===== src/rtl/inst_prefetch_queue.sv =====
// Instruction prefetch queue: keeps up to FIFO_DEPTH {pc, instruction} pairs
// ahead of decode, with at most one outstanding word read to memory.
// Optional performance counters are built when INST_PREFETCH_PERF_EN is defined.
//
// Ports:
//   clk, rst                 clock, synchronous active-low reset
//   jmp_en, jmp_pc           redirect request and target (bits [1:0] ignored)
//   inst_valid/inst_ready    decode handshake for the head entry
//   inst_code, inst_addr     head instruction and PC
//   mem_read_en, mem_addr    word read request, held until mem_ready
//   mem_rdata, mem_ready     read data and one-cycle response strobe
//   fetch_busy               fetch FSM not idle
//   perf_*_cnt               push / redirect / starved-decode counters (optional)
module inst_prefetch_queue #(
  parameter int unsigned            ADDR_WIDTH = 32,
  parameter int unsigned            FIFO_DEPTH = 4,
  parameter logic [ADDR_WIDTH-1:0]  BOOT_PC    = '0
) (
  input  logic                  clk,
  input  logic                  rst,
  input  logic                  jmp_en,
  input  logic [ADDR_WIDTH-1:0] jmp_pc,
  input  logic                  inst_ready,
  output logic                  inst_valid,
  output logic [31:0]           inst_code,
  output logic [ADDR_WIDTH-1:0] inst_addr,
  output logic                  mem_read_en,
  output logic [ADDR_WIDTH-1:0] mem_addr,
  input  logic [31:0]           mem_rdata,
  input  logic                  mem_ready,
  output logic                  fetch_busy
`ifdef INST_PREFETCH_PERF_EN
  ,
  output logic [31:0]           perf_fetch_cnt,
  output logic [31:0]           perf_flush_cnt,
  output logic [31:0]           perf_stall_cnt
`endif
);

  localparam int unsigned PTR_W = $clog2(FIFO_DEPTH);
  localparam int unsigned CNT_W = PTR_W + 1;

  localparam logic [1:0] S_IDLE    = 2'd0;
  localparam logic [1:0] S_REQ     = 2'd1;
  localparam logic [1:0] S_DISCARD = 2'd2;

  logic [1:0]            state_q, state_d;
  logic [ADDR_WIDTH-1:0] fetch_pc_q, fetch_pc_d;
  logic [ADDR_WIDTH-1:0] mem_addr_q, mem_addr_d;
  logic [PTR_W-1:0]      rd_ptr_q, rd_ptr_d;
  logic [PTR_W-1:0]      wr_ptr_q, wr_ptr_d;
  logic [CNT_W-1:0]      count_q, count_d;
  logic                  push_c, pop_c, credit_ok_c;

  logic [ADDR_WIDTH-1:0] fifo_addr_q [FIFO_DEPTH];
  logic [31:0]           fifo_code_q [FIFO_DEPTH];

  // Low target bits are dropped: fetch is word aligned.
  logic unused_jmp_lsbs;
  assign unused_jmp_lsbs = ^jmp_pc[1:0];

  // Head is exposed directly; zero when the queue is empty.
  assign inst_valid  = (count_q != '0);
  assign inst_code   = inst_valid ? fifo_code_q[rd_ptr_q] : 32'h0;
  assign inst_addr   = inst_valid ? fifo_addr_q[rd_ptr_q] : '0;
  assign mem_read_en = (state_q != S_IDLE);
  assign fetch_busy  = (state_q != S_IDLE);
  assign mem_addr    = mem_addr_q;

  // Credit counts the in-flight read so a returning word always has a slot.
  assign credit_ok_c = (count_q + CNT_W'(state_q != S_IDLE)) < CNT_W'(FIFO_DEPTH);
  assign pop_c       = inst_valid && inst_ready && !jmp_en;

  // Fetch FSM, fetch PC and queue bookkeeping.
  always_comb begin
    state_d    = state_q;
    fetch_pc_d = fetch_pc_q;
    mem_addr_d = mem_addr_q;
    rd_ptr_d   = rd_ptr_q;
    wr_ptr_d   = wr_ptr_q;
    count_d    = count_q;
    push_c     = 1'b0;

    case (state_q)
      S_IDLE: begin
        if (!jmp_en && credit_ok_c) begin
          state_d    = S_REQ;
          mem_addr_d = fetch_pc_q;
        end
      end
      S_REQ: begin
        if (mem_ready) begin
          state_d = S_IDLE;
          push_c  = !jmp_en;
        end else if (jmp_en) begin
          // Response still owed for the old address; swallow it later.
          state_d = S_DISCARD;
        end
      end
      S_DISCARD: begin
        if (mem_ready) begin
          state_d = S_IDLE;
        end
      end
      default: state_d = S_IDLE;
    endcase

    if (jmp_en) begin
      fetch_pc_d = {jmp_pc[ADDR_WIDTH-1:2], 2'b00};
    end else if (push_c) begin
      fetch_pc_d = fetch_pc_q + ADDR_WIDTH'(4);
    end

    // Flush overrides any push or pop in the same cycle.
    if (jmp_en) begin
      rd_ptr_d = '0;
      wr_ptr_d = '0;
      count_d  = '0;
    end else begin
      if (push_c) wr_ptr_d = wr_ptr_q + PTR_W'(1);
      if (pop_c)  rd_ptr_d = rd_ptr_q + PTR_W'(1);
      count_d = count_q + CNT_W'(push_c) - CNT_W'(pop_c);
    end
  end

  // Control registers.
  always_ff @(posedge clk) begin
    if (!rst) begin
      state_q    <= S_IDLE;
      fetch_pc_q <= BOOT_PC;
      mem_addr_q <= BOOT_PC;
      rd_ptr_q   <= '0;
      wr_ptr_q   <= '0;
      count_q    <= '0;
    end else begin
      state_q    <= state_d;
      fetch_pc_q <= fetch_pc_d;
      mem_addr_q <= mem_addr_d;
      rd_ptr_q   <= rd_ptr_d;
      wr_ptr_q   <= wr_ptr_d;
      count_q    <= count_d;
    end
  end

  // Queue storage; contents are qualified by count, so no reset needed.
  always_ff @(posedge clk) begin
    if (push_c) begin
      fifo_addr_q[wr_ptr_q] <= fetch_pc_q;
      fifo_code_q[wr_ptr_q] <= mem_rdata;
    end
  end

`ifdef INST_PREFETCH_PERF_EN
  logic [31:0] perf_fetch_q, perf_fetch_d;
  logic [31:0] perf_flush_q, perf_flush_d;
  logic [31:0] perf_stall_q, perf_stall_d;

  // Counters wrap naturally at 2^32.
  always_comb begin
    perf_fetch_d = perf_fetch_q + 32'(push_c);
    perf_flush_d = perf_flush_q + 32'(jmp_en);
    perf_stall_d = perf_stall_q + 32'(!inst_valid && (state_q != S_DISCARD));
  end

  always_ff @(posedge clk) begin
    if (!rst) begin
      perf_fetch_q <= '0;
      perf_flush_q <= '0;
      perf_stall_q <= '0;
    end else begin
      perf_fetch_q <= perf_fetch_d;
      perf_flush_q <= perf_flush_d;
      perf_stall_q <= perf_stall_d;
    end
  end

  assign perf_fetch_cnt = perf_fetch_q;
  assign perf_flush_cnt = perf_flush_q;
  assign perf_stall_cnt = perf_stall_q;
`endif

endmodule


===== config.mk =====
export PLATFORM = sky130hd
export DESIGN_NAME = inst_prefetch_queue
export DESIGN_NICKNAME = d
export VERILOG_FILES = /design/src/rtl/inst_prefetch_queue.sv
export SDC_FILE = /design/constraint.sdc
export NUM_CORES = 1
export LEC_CHECK = 0
export ABC_AREA = 1
export CORE_MARGIN = 5
export CORE_UTILIZATION = 55
export DETAILED_ROUTE_END_ITERATION = 6
export PLACE_DENSITY = 0.79
export SLEW_MARGIN = 20
export SYNTH_ARGS = -nofsm -noshare
export SYNTH_HDL_FRONTEND = slang
export SYNTH_SLANG_ARGS = --single-unit

===== constraint.sdc =====
create_clock -name clk -period 5.81 [get_ports clk]
set_input_delay 1.4525 -clock clk [delete_from_list [all_inputs] [get_ports clk]]
set_output_delay 1.4525 -clock clk [all_outputs]
set_load 0.01 [all_outputs]

# Yosys cells after proc, flatten, opt, wreduce, memory -nomap -nowiden
# Memories as Yosys holds them, arrays and structs flattened. A register that Yosys moved wholly into a read port is not among the register bits.
# Cells that the tools add are included.
[op_classes]
n_addsub = 6
magnitude_cmp = 1
eq_ne = 5
muxes = 17
n_bitwise = 1
n_reduce_logical = 11
[op_table]
columns = ["op", "count"]
rows = [
  ["$mux W32", 4],
  ["$add A32 B3 Y32 const B", 1],
  ["$mux W2", 8],
  ["$add A3 B1 Y3", 2],
  ["$pmux W2 S3", 1],
  ["$add A2 B1 Y2 const B", 2],
  ["$mux W1", 4],
  ["$ne A2 B2 Y1 const B", 2],
  ["$reduce_bool A2 Y1", 2],
  ["$logic_and A1 B1 Y1", 3],
  ["$lt A3 B3 Y1 const B", 1],
  ["$ne A3 B3 Y1 const B", 1],
  ["$reduce_and A3 Y1", 1],
  ["$reduce_bool A3 Y1", 1],
  ["$sub A3 B1 Y3", 1],
  ["$eq A2 B1 Y1 const B", 1],
  ["$eq A2 B2 Y1 const B", 1],
  ["$logic_not A2 Y1", 1],
  ["$reduce_and A2 Y1", 1],
  ["$reduce_or A2 Y1", 1],
  ["$logic_not A1 Y1", 1],
  ["$not A1 Y1", 1],
]
[totals]
ff_bits = 73
ram_bits = 256
input_bits = 69
elab_cells = 50
n_memories = 2
[mem_list]
columns = ["memory", "words", "width", "rd", "rd_ports_with_merged_regs", "wr", "line", "text"]
rows = [
  ["fifo_addr_q", 4, 32, 1, 1, 1, "55", "logic [ADDR_WIDTH-1:0] fifo_addr_q [FIFO_DEPTH];"],
  ["fifo_code_q", 4, 32, 1, 1, 1, "56", "logic [31:0] fifo_code_q [FIFO_DEPTH];"],
]

# Longest topological paths before layout
# Gate-level depths: netlist of run 1.
[depth]
ltp_word = 6
depth_mapped = 13
depth_no_buf = 12

# Worst setup path after synthesis of run 1
# OpenSTA, ideal clock, no wires.
[synth_path]
path_kind = "input -> register"
startpoint = "input port mem_ready"
endpoint = "memory fifo_addr_q[0][10], enable pin"
setup_time_ns = 0.482
arrival_ns = 4.506
required_time_ns = 5.328
slack_ns = 0.822
stages = 5
path_buffers = 1
cell_sequence = "nand3_2 inv_2 nand2_1 buf_2 nor2_1"
[synth_via]
elab_chain_cells = 4
[synth_lines]
columns = ["item", "line", "text"]
rows = [
  ["start, declared", "30", "input logic mem_ready,"],
  ["$mux W1", "92", "if (mem_ready) begin"],
  ["$mux W1", "84", "case (state_q)"],
  ["$mux W1", "147", "if (push_c) begin"],
  ["$mux W1 (not written as such)", "148", "fifo_addr_q[wr_ptr_q] <= fetch_pc_q;"],
  ["end, declared", "55", ""],
]
# No other way between the ends.

==> metrics, run 1 <==
crit path time final=about 4.4 ns; IO Count=between 150 and 200; global-route met2 utilization=0.3830; port bufs=161; Mapped Cells=about 1300; Switching Share=0.2105; CTS tree=yes; Final period util=0.7656; CTS H-tree lvls=1; Critical Path Fanout Max=63; die area=roughly 27000 um2; top-count cell post-synth=nor2_1; adder-cell share of the synthesized area=0.008058; grt met3 use=0.03856; Reg2Reg Depth=11; Area Overhead vs Synth=21.80%; worst endpoint required time=approximately 4.4 ns; non-filler cells, final=around 1800; Fmax=224.8 MHz; largest net degree at the start of global routing=65; Comb power frac=0.056; share of post-route cells with drive strength above 1=0.05692; top cells by count, synth=nor2_1 (362), edfxtp_1 (248), nand2_1 (176), o21ai_0 (144), a21oi_1 (91); WHS=approximately 0.47 ns; Synth Area in Compound Gates=0.09820; multiplexer share of the synthesized area=0; crit start category=register; worst vdd ir=~230 uV; clock-pin slew on the worst setup and hold paths=approximately 0.06 ns; fin area=between 15000 and 20000 um2; Syn Std Cell Area=about 13000 um2; CP Cell Sequence=buf_4 > nor2_1 > nor2_1 > o21ai_0 > a21oi_1 > clkdlybuf4s50_1; min-delay worst type=register to register; setup TNS=0 ns; DR iter-0 viols=842; Final Setup Violations=0; worst-margin pin slew=about 0.95 ns; grt total ovfl=0; asr flop ratio synth=0; Critical-path top delay cell=dfxtp_4; Synth Area in XOR/XNOR=0.005903; hold path depth=2; CTS Root Cell=clkbuf_16; slowest stage delay, CP=just over 0.8 ns; nets@finish=roughly 1600; Placement Cell Area=around 15000 um2; Worst slew margin=0.3635; Synth Warn #=0; area leader, netlist=edfxtp_1; crit-path most repeated cell=nor2_1; power share of the clock group=0.407; max cap viols=0; EDFF count, synth=between 200 and 250; Global Route Usage Sum=0.2222; via/cell ratio=around 5.4; Final Hold Viols=0; die width=~170 um; Synth Flop Type=edfxtp_1; post_cts resized=0; Post-route DRC=0; leakage power=slightly below 6 nW; unrepaired setup endpoints after global routing=no; layer with the highest usage=met2; met1 Use GR=0.2987; clk_lat worst skew=0.55 ns; CP Capture Type=output port; Synth Area in Simple Gates=0.1735; GPL Wtd Cong=about 0.86; skew final=around 0.013 ns; placed cell count=roughly 1800; critical path's top delay family=buffers and inverters; main area contributors after synthesis=edfxtp_1 (56%), dfxtp_1 (11%), nor2_1 (10%); Int Pwr=around 0.0038 W; Slew Viols, Final=0; Num CTS Buffers=31; wirelength, routed=between 30000 and 40000 um; largest family of logic cells by synthesized area=simple AND/OR/NAND/NOR gates; PD cells=between 200 and 300 nW/um2; Yosys top cell area share=0.5577; clock sinks=319; initial antenna violation count=0; Setup CP Type=register to output port; core area=about 24000 um2; vias in the first global route=slightly below 10000; Avg Cell Area, Syn=9.920 um2; CP bufs+invs=2; setup bufs post-CTS=0; first-pass GRT wire length=roughly 50000 um; Initial Util=0.5539; synth unique cells=35; Avg WL per Cell=about 17 um; FF+latch count, synth=~320; diodes inserted=0; Site Rows=57; Worst Path Arrival=3.00 ns; Flop pwr share=0.536; Fillers=roughly 1800; Routed Antenna Nets=0; Max clock buf depth=3; Die Ht=~170 um; vias=~9800; stages on the worst setup path=6; CTS Hold Buffers Added=0; Final HPWL DP=18520 um; DRT Pass-1 Iters=5; outcome=completed; Seq/Total Area, Yosys=0.6642; switching power=0.001001 W
-- worst paths after layout --
kind | start | end | slack [ns]
max | register | inst_addr[23] | 1.36
min | rd_ptr_q[1]$_SDFFE_PP0P_ | register | 0.47
max reg2reg | count_q[1]$_SDFF_PP0_ | count_q[2]$_SDFF_PP0_ | 3.03
min reg2reg | rd_ptr_q[1]$_SDFFE_PP0P_ | register | 0.47
-- placed cells by master, fill, tap and decap left out, types with 2 or more instances in the layout --
master and n:
inv_1 87, nor2_4 6, xor2_1 7, a31oi_1 9, clkbuf_1 6, nand2_1 176
inv_2 5, clkinv_2 11, a22o_1 5, conb_1 4, ha_1 7, a21oi_1 91
edfxtp_1 248, nor2_1 358, buf_4 12, xnor2_1 2, nand3_2 2, nor3_1 7
clkinv_1 4, o21ai_0 144, nand4_1 3, clkbuf_8 4, dfxtp_1 69, clkbuf_16 33
nand3_1 28, nor2_2 4, o21bai_1 2, clkdlybuf4s50_1 161, buf_12 3
-- final cells by class --
| cell class | count | area (um2) | share of cell area |
|---|---|---|---|
| clock buffers | 43 | 903.4 | 0.05554 |
| clock inverters | 15 | 100.1 | 0.006154 |
| inverters | 94 | 354.1 | 0.02177 |
| multi-input cells | 864 | 3866 | 0.2377 |
| flip-flops and latches | 319 | 8874 | 0.5456 |
| well taps | 324 | 405.4 | 0.02493 |
| repair buffers | 176 | 1762 | 0.1083 |
-- power by group through the flow --
stage | sequential [W] | clock, W | combinational, W
after floorplan | 0.00259 | 0 | 0.000127
after global placement | 0.00260 | 0 | 0.000260
after detailed placement | 0.00260 | 0 | 0.000267
after CTS | 0.00255 | 0.00197 | 0.000269
after global routing | 0.00256 | 0.00207 | 0.000300
final | 0.00255 | 0.00194 | 0.000269
-- sequential cells by signal (all words and copies together), names as in the netlist, named ones only --
signal,cells
count_q,3
fetch_pc_q,30
fifo_addr_q,120
fifo_code_q,128
mem_addr,30
rd_ptr_q,2
state_q,2
wr_ptr_q,2
-- kinds of logic after synthesis --
logic type,count (synthesis)
fa+ha+maj,8
compound gates,254
xor+xnor,9
buf+inv,166
other cells,1
simple gates,589
flops,319
-- through the flow --
stage | setup WS (ns) | power, W | util
final | 1.362 | 0.004755 | 0.6747
after global routing | 1.188 | 0.004926 | 0.6747
after CTS | 1.344 | 0.004787 | 0.6747
after detailed placement | 1.610 | 0.002865 | 0.6331
after global placement | 1.633 | 0.002855 | 0.6331
after floorplan | 0.8222 | 0.002716 | -
-- worst reg2reg max path: stages (launching register included) --
cell and delay (ns):
dfxtp_1 0.38, nor3_4 0.17, buf_4 0.69, nor2_1 0.25, ha_1 0.34, inv_1 0.05, ha_1 0.13, inv_1 0.05
fa_1 0.37, xor2_1 0.17, inv_1 0.05, nor2_1 0.03
-- per-layer routing --
| metal | wire length (um) | vias to the layer above |
|---|---|---|
| li1 | - | 4764 |
| met1 | 13230 | 4635 |
| met2 | 15210 | 386 |
| met3 | 2393 | 60 |
| met4 | 530 | 0 |
| met5 | 0 | - |
(Power assumes the default switching activity.)
==> inputs of run 2 (changes only) <==
--- a/config.mk
+++ b/config.mk
@@ -7,9 +7,9 @@
 export LEC_CHECK = 0
 export ABC_AREA = 1
 export CORE_MARGIN = 5
-export CORE_UTILIZATION = 55
+export CORE_UTILIZATION = 50
 export DETAILED_ROUTE_END_ITERATION = 6
-export PLACE_DENSITY = 0.79
+export PLACE_DENSITY = 0.76
 export SLEW_MARGIN = 20
 export SYNTH_ARGS = -nofsm -noshare
 export SYNTH_HDL_FRONTEND = slang
==> constraint.sdc (replaced) <==
create_clock -name clk -period 4 [get_ports clk]
set_input_delay 1 -clock clk [delete_from_list [all_inputs] [get_ports clk]]
set_output_delay 1 -clock clk [all_outputs]
set_load 0.01 [all_outputs]
==> run 2 against run 1 <==
Compared with the run above:
- final cell count increased by 1.2%
- clock skew increased by 0.0067 ns
- clock power increased by 58%
- via count increased by 1.7%
- wire length increased by 1.8%
- total power increased by 51%
- non-clock buffer count increased by 8
- critical endpoint is now inst_code[10]
==> metrics, run 2 (synthesis gave the netlist of run 1 again) <==
diodes inserted=0 (unchanged); wirelength, routed=31920 um (+1.8%); core area=26210 um2 (+8.7%); largest net degree at the start of global routing=77 (+18%); Num CTS Buffers=34 (+9.7%); CTS H-tree lvls=2 (+1); nets@finish=1574 (+0.70%); Initial Util=0.5095 (-0.04440); CTS tree=yes; PD cells=435.3 nW/um2 (+49%); Util after Layout=0.6284 (-0.04635); Slew Viols, Final=0 (unchanged); CTS Root Cell=clkbuf_16; non-filler cells, final=1857 (+1.2%); crit path time final=3.676 ns; Final HPWL DP=18990 um (+2.5%); outcome=completed; global-route met2 utilization=0.3625 (-0.02051); Largest Register=fifo_code_q; setup bufs post-CTS=0 (unchanged); DR iter-0 viols=918 (+9.0%); WHS=0.4812 ns (+0.01354 ns); via/cell ratio=5.394 (+0.53%); worst-margin pin slew=0.8560 ns (-0.09776 ns); Final Hold Viols=0 (unchanged); CTS Hold Buffers Added=0 (unchanged); initial antenna violation count=0 (unchanged); post_cts resized=0 (unchanged); skew final=0.02014 ns (+0.006665 ns); Global Route Usage Sum=0.2067 (-0.01549); worst endpoint required time=3.00 ns (-1.36 ns); Critical Path Fanout Max=39 (-38%); Site Rows=59 (+3.5%); vias in the first global route=9980 (+2.3%); Area Overhead vs Synth=23.32%; layer with the highest usage=met2; clk_lat worst skew=0.51 ns (-0.04 ns); CP Capture Type=output port; max reg flops=128 (unchanged); share of post-route cells with drive strength above 1=0.06110 (+0.004188); first-pass GRT wire length=50500 um (+0.69%); Critical-path top delay cell=inv_2; placed cell count=1795 (+1.0%); vias=10020 (+1.7%); Die Ht=173.4 um (+4.6%); Final Setup Violations=0 (unchanged); Worst Path Arrival=2.68 ns (-0.32 ns); CP Cell Sequence=inv_2 > buf_4 > nor2_1 > o21ai_0 > a21oi_1 > clkdlybuf4s50_1; leakage power=6.007 nW (+1.6%); most common cell after layout, fill and taps aside=nor2_1; Post-route DRC=0 (unchanged); DRT Pass-1 Iters=5 (unchanged); port bufs=161 (unchanged); grt total ovfl=0 (unchanged); max cap viols=0 (unchanged); worst vdd ir=294.7 uV (+30%); Placement Cell Area=15340 um2 (+0.51%); die area=30070 um2 (+9.4%); fin area=16470 um2 (+1.2%); top flop regs=fifo_code_q: 128 flops, fifo_addr_q: 120 flops; min-delay worst type=register to register; Setup CP Type=register to output port; met1 Use GR=0.2622 (-0.03649); Max clock buf depth=3 (unchanged); grt met3 use=0.04013 (+0.001569); Fillers=2025 (+11%); die width=173.4 um (+4.6%); IO Count=168 (unchanged); unrepaired setup endpoints after global routing=no; Fmax=around 270 MHz; clock-pin slew on the worst setup and hold paths=0.06 ns (about the same); GPL Wtd Cong=0.8490 (-1.4%); Routed Antenna Nets=0 (unchanged); clock sinks=319 (unchanged); Avg WL per Cell=17.19 um (+0.56%); Final period util=0.9190; slowest stage delay, CP=0.59 ns (-0.22 ns); commonest non-fill, non-tap cells in the layout=nor2_1 (358), edfxtp_1 (248), nand2_1 (176); Worst slew margin=0.4293 (+0.06588); crit start category=register
-- run 2: cell types whose count changed in the layout (fill, tap and decap cells not counted), sizes merged --
cell and change:
buf +8, bufinv +1, clkbuf +5, clkinv -3
-- run 2: final cells by class --
| class | count | area (um2) | share of cell area |
|---|---|---|---|
| clock buffers | 48 | 998.5 | 0.06063 |
| clock inverters | 13 | 110.1 | 0.006686 |
| inverters | 94 | 352.8 | 0.02143 |
| multi-input cells | 864 | 3866 | 0.2348 |
| flip-flops and latches | 319 | 8874 | 0.5389 |
| well taps | 335 | 419.2 | 0.02545 |
| repair buffers | 184 | 1847 | 0.1121 |
-- run 2: metal layers --
| metal | vias to the layer above | share of wire | routed length (um) |
|---|---|---|---|
| li1 | 4790 | - | - |
| met1 | 4794 | 0.41 | 13200 |
| met2 | 376 | 0.49 | 15730 |
| met3 | 56 | 0.073 | 2345 |
| met4 | 0 | 0.020 | 645 |
| met5 | - | 0 | 0 |
-- run 2: worst paths after layout --
path,startpoint,end,slack [ns],cells after the start
worst max-delay path,register,inst_code[10],0.32,6
worst min-delay path,rd_ptr_q[0]$_SDFFE_PP0P_,register,0.48,1
worst max register to register,count_q[1]$_SDFF_PP0_,count_q[2]$_SDFF_PP0_,1.91,10
worst min register to register,rd_ptr_q[0]$_SDFFE_PP0P_,register,0.48,1
-- run 2: where the power goes --
part / switching, W / internal [W]
sequential: 0.0000730 / 0.00363
combinational: 0.000207 / 0.000189
clock: 0.00120 / 0.00187
-- run 2: worst max-delay path: cells and delay by family, from the launching register on --
kind | cells | cell delay (ns)
AOI/OAI and AO/OA | 2 | 0.18
buffers and inverters | 3 | 1.56
DFF | 1 | 0.32
and+or+nand+nor | 1 | 0.10
-- run 2: per-stage QoR --
step / TNS, ns / total power [W] / setup WS [ns]
floorplan: -132.75 / 0.003945 / -0.5353
global placement: 0 / 0.004153 / 0.7101
detailed placement: 0 / 0.004166 / 0.6711
CTS: 0 / 0.007222 / 0.1248
global route: 0 / 0.007421 / 0.1333
finish: 0 / 0.007168 / 0.3242
